File: config.mk
export PLATFORM = sky130hd
export DESIGN_NAME = quadrature_step_gen
export DESIGN_NICKNAME = d
export VERILOG_FILES = /design/src/rtl/quadrature_step_gen.sv
export SDC_FILE = /design/constraint.sdc
export NUM_CORES = 1
export LEC_CHECK = 0
export ABC_AREA = 1
export CAP_MARGIN = 15
export CORE_MARGIN = 3
export CORE_UTILIZATION = 57
export DETAILED_ROUTE_END_ITERATION = 8
export GPL_ROUTABILITY_DRIVEN = 0
export GPL_TIMING_DRIVEN = 0
export HOLD_SLACK_MARGIN = 0.12
export PLACE_DENSITY = 0.82
export SYNTH_ARGS = -nofsm -noshare
export SYNTH_HDL_FRONTEND = slang
export SYNTH_SLANG_ARGS = --single-unit
File: constraint.sdc
create_clock -name iCLOCK -period 2.2 [get_ports iCLOCK]
set_input_delay 0.55 -clock iCLOCK [delete_from_list [all_inputs] [get_ports iCLOCK]]
set_output_delay 0.55 -clock iCLOCK [all_outputs]
set_load 0.05 [all_outputs]
File: src/rtl/quadrature_step_gen.sv
// ---------------------------------------------------------------------------
// quadrature_step_gen
//
// Decodes a two-channel quadrature encoder into a one-clock step pulse and a
// direction level. It also keeps a modulo position count that raises a wrap
// pulse, so it can drive an up/down counter or sit directly behind a PIO.
// Each pin passes through a two-flop synchroniser and then a glitch filter.
// The filtered {A,B} pair is then checked by a small FSM.
//
// Ports
//   iCLOCK      in   system clock, every flop is on its rising edge
//   iRESET      in   asynchronous active-high reset
//   iA, iB      in   raw encoder channels (asynchronous to iCLOCK)
//   iENABLE     in   0 = keep tracking the encoder, but produce no steps,
//                    no position change and no wrap
//   iZERO       in   synchronous clear of oPOSITION (takes priority over a step)
//   iCLEAR_ERR  in   synchronous clear of oERROR (a new error in the same
//                    cycle wins)
//   oSTEP       out  one-clock pulse per accepted quarter-step
//   oUP_DOWN    out  direction of the last accepted step (1 = up)
//   oPOSITION   out  modulo position 0..POS_MAX-1
//   oTC         out  one-clock pulse when oPOSITION wraps
//   oERROR      out  sticky flag for a transition that changes both channels
//   oSTATE      out  debug view of the FSM state:
//                    000 = INIT, 1ab = S<a><b>, e.g. 101 = S01
//
// Handshake: there is none. oSTEP is a single-cycle strobe. oUP_DOWN,
// oPOSITION and oTC are valid in the same cycle as oSTEP. The consumer
// samples them on the next rising edge of iCLOCK. The consumer cannot
// apply back-pressure.
// ---------------------------------------------------------------------------
module quadrature_step_gen #(
    parameter int FILTER_LEN = 4,
    parameter int POS_MAX    = 24,
    parameter int WIDTH      = $clog2(POS_MAX)
) (
    input  logic             iCLOCK,
    input  logic             iRESET,
    input  logic             iA,
    input  logic             iB,
    input  logic             iENABLE,
    input  logic             iZERO,
    input  logic             iCLEAR_ERR,
    output logic             oSTEP,
    output logic             oUP_DOWN,
    output logic [WIDTH-1:0] oPOSITION,
    output logic             oTC,
    output logic             oERROR,
    output logic [2:0]       oSTATE
);

    // The state encoding carries the filtered {A,B} value in its low bits.
    // This lets the next state be built straight from the channel values.
    typedef enum logic [2:0] {
        ST_INIT = 3'b000,
        ST_S00  = 3'b100,
        ST_S01  = 3'b101,
        ST_S10  = 3'b110,
        ST_S11  = 3'b111
    } state_t;

    localparam logic [7:0]       FILT_LAST   = 8'(FILTER_LEN - 1);
    localparam logic [8:0]       SETTLE_LAST = 9'(FILTER_LEN + 1);
    localparam logic [WIDTH-1:0] POS_TOP     = WIDTH'(POS_MAX - 1);

    state_t      state;
    state_t      state_next;
    logic [1:0]  sync1;        // {A,B} first synchroniser stage
    logic [1:0]  sync2;        // {A,B} second synchroniser stage
    logic [1:0]  filt;         // filtered {A,B}
    logic [7:0]  filt_cnt [2]; // index 1 = A, index 0 = B
    logic [8:0]  settle;
    logic [1:0]  prev_idx;
    logic [1:0]  new_idx;
    logic [1:0]  delta;
    logic        step_det;
    logic        dir_det;
    logic        err_det;

    // Position of a {A,B} code along the forward cycle 00,01,11,10.
    // This is the Gray-to-binary conversion of the code.
    function automatic logic [1:0] gray_idx(input logic [1:0] ab);
        return {ab[1], ab[1] ^ ab[0]};
    endfunction

    // Synchroniser: plain two-flop chains with no logic between the stages.
    always_ff @(posedge iCLOCK or posedge iRESET) begin
        if (iRESET) begin
            sync1 <= 2'b00;
            sync2 <= 2'b00;
        end else begin
            sync1 <= {iA, iB};
            sync2 <= sync1;
        end
    end

    // Glitch filter. A channel must differ from its filtered value for
    // FILTER_LEN consecutive clocks before the filtered value is updated.
    // During INIT the filtered value follows the synchroniser directly.
    always_ff @(posedge iCLOCK or posedge iRESET) begin
        if (iRESET) begin
            filt <= 2'b00;
            for (int i = 0; i < 2; i++) filt_cnt[i] <= 8'd0;
        end else begin
            for (int i = 0; i < 2; i++) begin
                if (state == ST_INIT) begin
                    filt[i]     <= sync2[i];
                    filt_cnt[i] <= 8'd0;
                end else if (sync2[i] == filt[i]) begin
                    filt_cnt[i] <= 8'd0;
                end else if (filt_cnt[i] == FILT_LAST) begin
                    filt[i]     <= sync2[i];
                    filt_cnt[i] <= 8'd0;
                end else begin
                    filt_cnt[i] <= filt_cnt[i] + 8'd1;
                end
            end
        end
    end

    // FSM state register and the INIT settle counter.
    always_ff @(posedge iCLOCK or posedge iRESET) begin
        if (iRESET) begin
            state  <= ST_INIT;
            settle <= 9'd0;
        end else begin
            state <= state_next;
            if (state == ST_INIT) settle <= settle + 9'd1;
            else                  settle <= 9'd0;
        end
    end

    // Next state. When INIT exits, it uses the value that the filter loads
    // on that same edge. This keeps state and filt equal, so leaving INIT
    // never looks like a transition.
    always_comb begin
        state_next = state;
        if (state == ST_INIT) begin
            if (settle == SETTLE_LAST) state_next = state_t'({1'b1, sync2});
        end else begin
            state_next = state_t'({1'b1, filt});
        end
    end

    // Transition decode. One position forward is an up step, one position
    // back is a down step, and two positions means both channels changed.
    always_comb begin
        prev_idx = gray_idx(state[1:0]);
        new_idx  = gray_idx(filt);
        delta    = new_idx - prev_idx;
        step_det = 1'b0;
        dir_det  = 1'b0;
        err_det  = 1'b0;
        if (state != ST_INIT) begin
            case (delta)
                2'd1:    begin step_det = 1'b1; dir_det = 1'b1; end
                2'd3:    begin step_det = 1'b1; dir_det = 1'b0; end
                2'd2:    err_det = 1'b1;
                default: ;
            endcase
        end
    end

    // Registered outputs: each step appears one clock after it is detected.
    always_ff @(posedge iCLOCK or posedge iRESET) begin
        if (iRESET) begin
            oSTEP     <= 1'b0;
            oUP_DOWN  <= 1'b1;
            oPOSITION <= '0;
            oTC       <= 1'b0;
            oERROR    <= 1'b0;
        end else begin
            oSTEP <= step_det & iENABLE;
            oTC   <= 1'b0;
            if (step_det && iENABLE) oUP_DOWN <= dir_det;

            if (iZERO) begin
                oPOSITION <= '0;
            end else if (step_det && iENABLE) begin
                if (dir_det) begin
                    if (oPOSITION == POS_TOP) begin
                        oPOSITION <= '0;
                        oTC       <= 1'b1;
                    end else begin
                        oPOSITION <= oPOSITION + WIDTH'(1);
                    end
                end else begin
                    if (oPOSITION == '0) begin
                        oPOSITION <= POS_TOP;
                        oTC       <= 1'b1;
                    end else begin
                        oPOSITION <= oPOSITION - WIDTH'(1);
                    end
                end
            end

            if (err_det)         oERROR <= 1'b1;
            else if (iCLEAR_ERR) oERROR <= 1'b0;
        end
    end

    assign oSTATE = state;

endmodule

==> impl.org <==
** Place
- HPWL after DPL :: ~3000 um
- Buffers placed on the I/O ports in this run total 18.

** GRT
- Overall global routing resource usage :: 20.2%
- Maximum number of pins on one net before global-route repair :: 44
- The initial antenna violation count is 0.
- Overflow after GRT :: 0
- The first global-routing pass estimated 7070 um of wire.
- The number of global-route vias before repair came to 1,701.

** Floorplanning
- The initial utilization of the core area, before any placement, comes to 59.9%.
- In this run the count of I/O pins placed on the die edge is 19.
- The total area inside the core boundary comes to 3690 um2.
- The die is around 68 um wide.
- Area of the die :: 4660 um2
- The floorplan has 22 rows.
- Height of the chip :: 68.3 um

** Worst setup path
- Stage delay of the slowest cell on the critical path :: around 0.85 ns
- STA classifies the critical path endpoint as an output port.
- Counting cells, the worst reg-to-reg path comes to 10.
- Worst flop-to-flop path endpoint :: oPOSITION[1]$_DFFE_PP0P_
- In this run the worst path has a maximum fanout of 7.
- WP buf/inv :: 1
- Req. time, crit path :: 1.65 ns
- The worst setup path is launched from a register.
- CP delay by family, top :: buffers and inverters
- The setup check on the worst reg-to-reg path leaves a slack of 0.24 ns.
- The critical path in this run is classified as register to output port.
- On the critical path, the stage with the largest delay is an instance of sky130_fd_sc_hd__clkdlybuf4s50_1.
- Data arrives at the worst endpoint at 1.62 ns.
- Traced cell by cell, the critical path runs through clkdlybuf4s50_1.
- Crit Reg-Reg Startpoint :: oSTATE[1]$_DFFE_PP0P_

** Yosys
- Synthesis instantiated 28 different standard cells from the library.
- Sequential elements use 48.7% of the synthesized area.
- Count of warnings emitted by yosys :: 0
- Synth Area in Compound Gates :: 4.92%
- Multiplexer area fraction after synthesis :: 0%
- Net count after synthesis :: 279
- The mapped netlist covers between 2000 and 2500 um2.
- Averaged over all synthesized cells, the footprint is 8.37 um2.
- Number of register bits inferred by synthesis :: 43
- Number of standard cells after synthesis :: 264
- The synthesized netlist devotes 3.57% of its cell area to XOR and XNOR gates.
- The synthesized netlist devotes 4.53% of its cell area to adder and majority cells.
- Of the total synthesized cell area, the portion taken by AND, OR, NAND and NOR gates is roughly a third.
- By area, the combinational part of the netlist is dominated by simple AND/OR/NAND/NOR gates.

** Cells and area
- Area of the multi-input gates :: 988 um2
- Area growth, synth to finish :: 16.5%
- Layout cell share with drive strength beyond 1 :: between 9 and 10%
- The final layout contains 304 nets.
- Antenna diodes :: 0
- Summing all flip-flop and latch instances after layout gives 1080 um2.
- Fill cells in the final layout number 302.

** Clocking
- In this run the clock root is driven by a sky130_fd_sc_hd__clkbuf_8.
- Post-CTS timing repair inserted 0 buffers for setup.
- Counting along the longest clock path gives a buffer depth of 2.
- Clock sink count :: 43
- CTS tree :: done
- Clock-pin transition on the worst setup and hold timing paths :: 0.09 ns
- Buffers inserted during clock tree synthesis total 5.
- Htree depth :: 2
- After clock tree synthesis, the repair step resized 0 gates.
- Hold repair after CTS inserted 0 buffers.
- At the later pin of the worst-skew pair, clock insertion delay measures 0.29 ns.

** STA
- Highest Clock Rate :: 0.461 GHz
- Final clock period utilization by the worst path :: 98.6%
- The max-slew violation count came to 0.
- After layout, the minimum clock period comes to 2.17 ns.
- Hold timing on the final database bottoms out at a slack of 0.354 ns.
- RSZ-0062 raised after global routing :: no
- Setup violations remaining at the end of the flow were counted as 0.
- Headroom to the max-slew limit came out at 41.5%.
- For the pin with the worst max-slew slack, the measured transition is ~0.88 ns.
- Count of final hold-check violations :: 0
- Layout Skew :: approximately 0.0027 ns

** Route
- After detailed routing, the average wire length per cell comes to 12.1 um.
- Detailed-route wire length :: 4100 um
- Using the TritonRoute via totals, the vias-per-cell ratio works out to 5.25.
- Number of routed nets with antenna violations :: 0
- Before antenna repair, the detailed router went through 5 iterations.
- After detailed routing, the number of remaining DRC violations is 0.
- Via count :: 1,775
- 1st-iter DRT viols :: a little under 100

** Job
- The tool flagged a number of max-cap violations equal to 0.

** Worst hold path
- Hold Path Cell Cnt :: 0
- Sink of the worst hold path :: sync2[0]$_DFF_PP0_
- The startpoint identified for the worst hold timing path is sync1[0]$_DFF_PP0_.
- In this run the worst hold path is classified as register to register.

** Power and ir drop
- The share of total power dissipated in sequential elements is a little under a third.
- Gate power share :: 49.9%
- Worst VDD drop :: 1.22 mV
- Reported leakage power :: 0.00125 uW
- In this run switching power makes up 44.5% of total power.
- Post-layout power :: 3420 uW
- In this run the power spent charging and discharging nets is roughly 1500 uW.
- Cell Pwr Density :: ~1300 nW/um2
- The internal portion of the total power is 1900 uW.
- The clock network accounts for 19.3% of the total power.

** Run status
- The flow ran to the end, and the final reports show no timing, DRC or antenna violations.
-- logic make-up after synthesis --
logic type      count (synthesis)
compound gates                 21
xor+xnor                        9
fa+ha+maj                       8
buf+inv                        38
flops                          43
simple gates                  145
-- power by group through the flow --
| stage | clock (uW) | combinational (uW) | sequential (uW) |
|---|---|---|---|
| detailed placement | 0 | 1720 | 1070 |
| global route | 699 | 1890 | 1080 |
| CTS | 664 | 1730 | 1060 |
| finish | 659 | 1710 | 1060 |
| global placement | 0 | 1670 | 1060 |
| floorplan | 0 | 1090 | 1280 |
-- synthesized netlist by cell type --
cell type                   n  share of area, %
sky130_fd_sc_hd__ha_1       8               4.5
sky130_fd_sc_hd__nor2_1    30               5.1
sky130_fd_sc_hd__nand2_2    3              0.85
sky130_fd_sc_hd__o21ai_0   11               2.5
sky130_fd_sc_hd__nand3_1   23               5.2
sky130_fd_sc_hd__o22ai_1    1              0.28
sky130_fd_sc_hd__nor4_1     1              0.28
sky130_fd_sc_hd__nor2_8     1              0.91
sky130_fd_sc_hd__nand3_2    4               1.8
sky130_fd_sc_hd__nand2_4    2               1.0
sky130_fd_sc_hd__a21boi_1   1              0.34
sky130_fd_sc_hd__nor3_2     1              0.45
sky130_fd_sc_hd__inv_1     34               5.8
sky130_fd_sc_hd__dfstp_2    1               1.2
sky130_fd_sc_hd__a21oi_1    8               1.8
sky130_fd_sc_hd__nor2_4     1              0.51
sky130_fd_sc_hd__nor3_1     8               1.8
sky130_fd_sc_hd__buf_2      2              0.45
sky130_fd_sc_hd__xor2_1     4               1.6
sky130_fd_sc_hd__nor3b_1    2              0.68
sky130_fd_sc_hd__dfrtp_1   42                48
sky130_fd_sc_hd__nand4_1    7               2.0
sky130_fd_sc_hd__xnor2_1    5               2.0
sky130_fd_sc_hd__and2_1     1              0.28
sky130_fd_sc_hd__and3_1     2              0.57
sky130_fd_sc_hd__inv_2      2              0.34
sky130_fd_sc_hd__nor2_2     2              0.57
sky130_fd_sc_hd__nand2_1   57               9.7
-- sequential cells by signal (all words and copies together), names as in the netlist --
name	count
sync1	2
oPOSITION	5
oERROR	1
sync2	2
oSTEP	1
oTC	1
oUP_DOWN	1
filt_cnt	16
oSTATE	3
filt	2
settle	9
-- layer usage --
metal / global-route usage (%) / vias to the layer above / wire length (um)
met5: 0 / - / 0
met4: 5.21 / 0 / 36
met3: 4.93 / 5 / 173
met2: 34.3 / 36 / 2060
met1: 25.9 / 835 / 1840
li1: - / 899 / -
-- area by class of cell --
type,count,area share (%)
Buffer,2,0.389
Clock buffer,6,3.21
Clock inverter,2,1.51
Inverter,36,5.25
Multi-Input combinational cell,183,38.4
Sequential cell,43,41.8
Tap cell,48,2.33
Timing Repair Buffer,18,7.09
-- stage by stage --
| step | cells | cell area (um2) | util (%) | setup slack, ns | TNS (ns) |
|---|---|---|---|---|---|
| 6_report | 338 | 2570 | 69.8 | 0.0317 | 0 |
| 5_1_grt | 338 | 2570 | 69.8 | 0.00000322 | 0 |
| 4_1_cts | 338 | 2570 | 69.7 | 0.0132 | 0 |
| 3_5_place_dp | 330 | 2450 | 66.5 | 0.225 | 0 |
| 3_3_place_gp | 330 | 2450 | 66.5 | -0.241 | -10.02 |
| 2_1_floorplan | 264 | 2210 | - | 0.0794 | 0 |
-- cell usage in the layout (no fill, tap or decap), drive strengths merged --
cell / synthesis / routed
a21boi: 1 / 1
a21oi: 8 / 8
and2: 1 / 1
and3: 2 / 2
buf: 2 / 2
bufinv: 0 / 1
clkbuf: 0 / 6
clkdlybuf4s50: 0 / 17
dfrtp: 42 / 42
dfstp: 1 / 1
dlymetal6s2s: 0 / 1
ha: 8 / 8
inv: 36 / 37
nand2: 62 / 62
nand3: 27 / 27
nand4: 7 / 7
nor2: 34 / 34
nor3: 9 / 9
nor3b: 2 / 2
nor4: 1 / 1
o21ai: 11 / 11
o22ai: 1 / 1
xnor2: 5 / 5
xor2: 4 / 4
-- worst max-delay path by stage --
stage | start | end | cells after the start
2_1_floorplan | oSTATE[1]$_DFFE_PP0P_ | oPOSITION[0]$_DFFE_PP0P_ | 10
3_3_place_gp | iRESET | oPOSITION[1]$_DFFE_PP0P_ | 2
3_5_place_dp | oSTATE[1]$_DFFE_PP0P_ | oPOSITION[1]$_DFFE_PP0P_ | 10
4_1_cts | oUP_DOWN$_DFFE_PP1P_ | oUP_DOWN | 1
5_1_grt | oPOSITION[0]$_DFFE_PP0P_ | oPOSITION[0] | 1
6_report | oPOSITION[0]$_DFFE_PP0P_ | oPOSITION[0] | 1
Power figures use the tool's default switching activity.
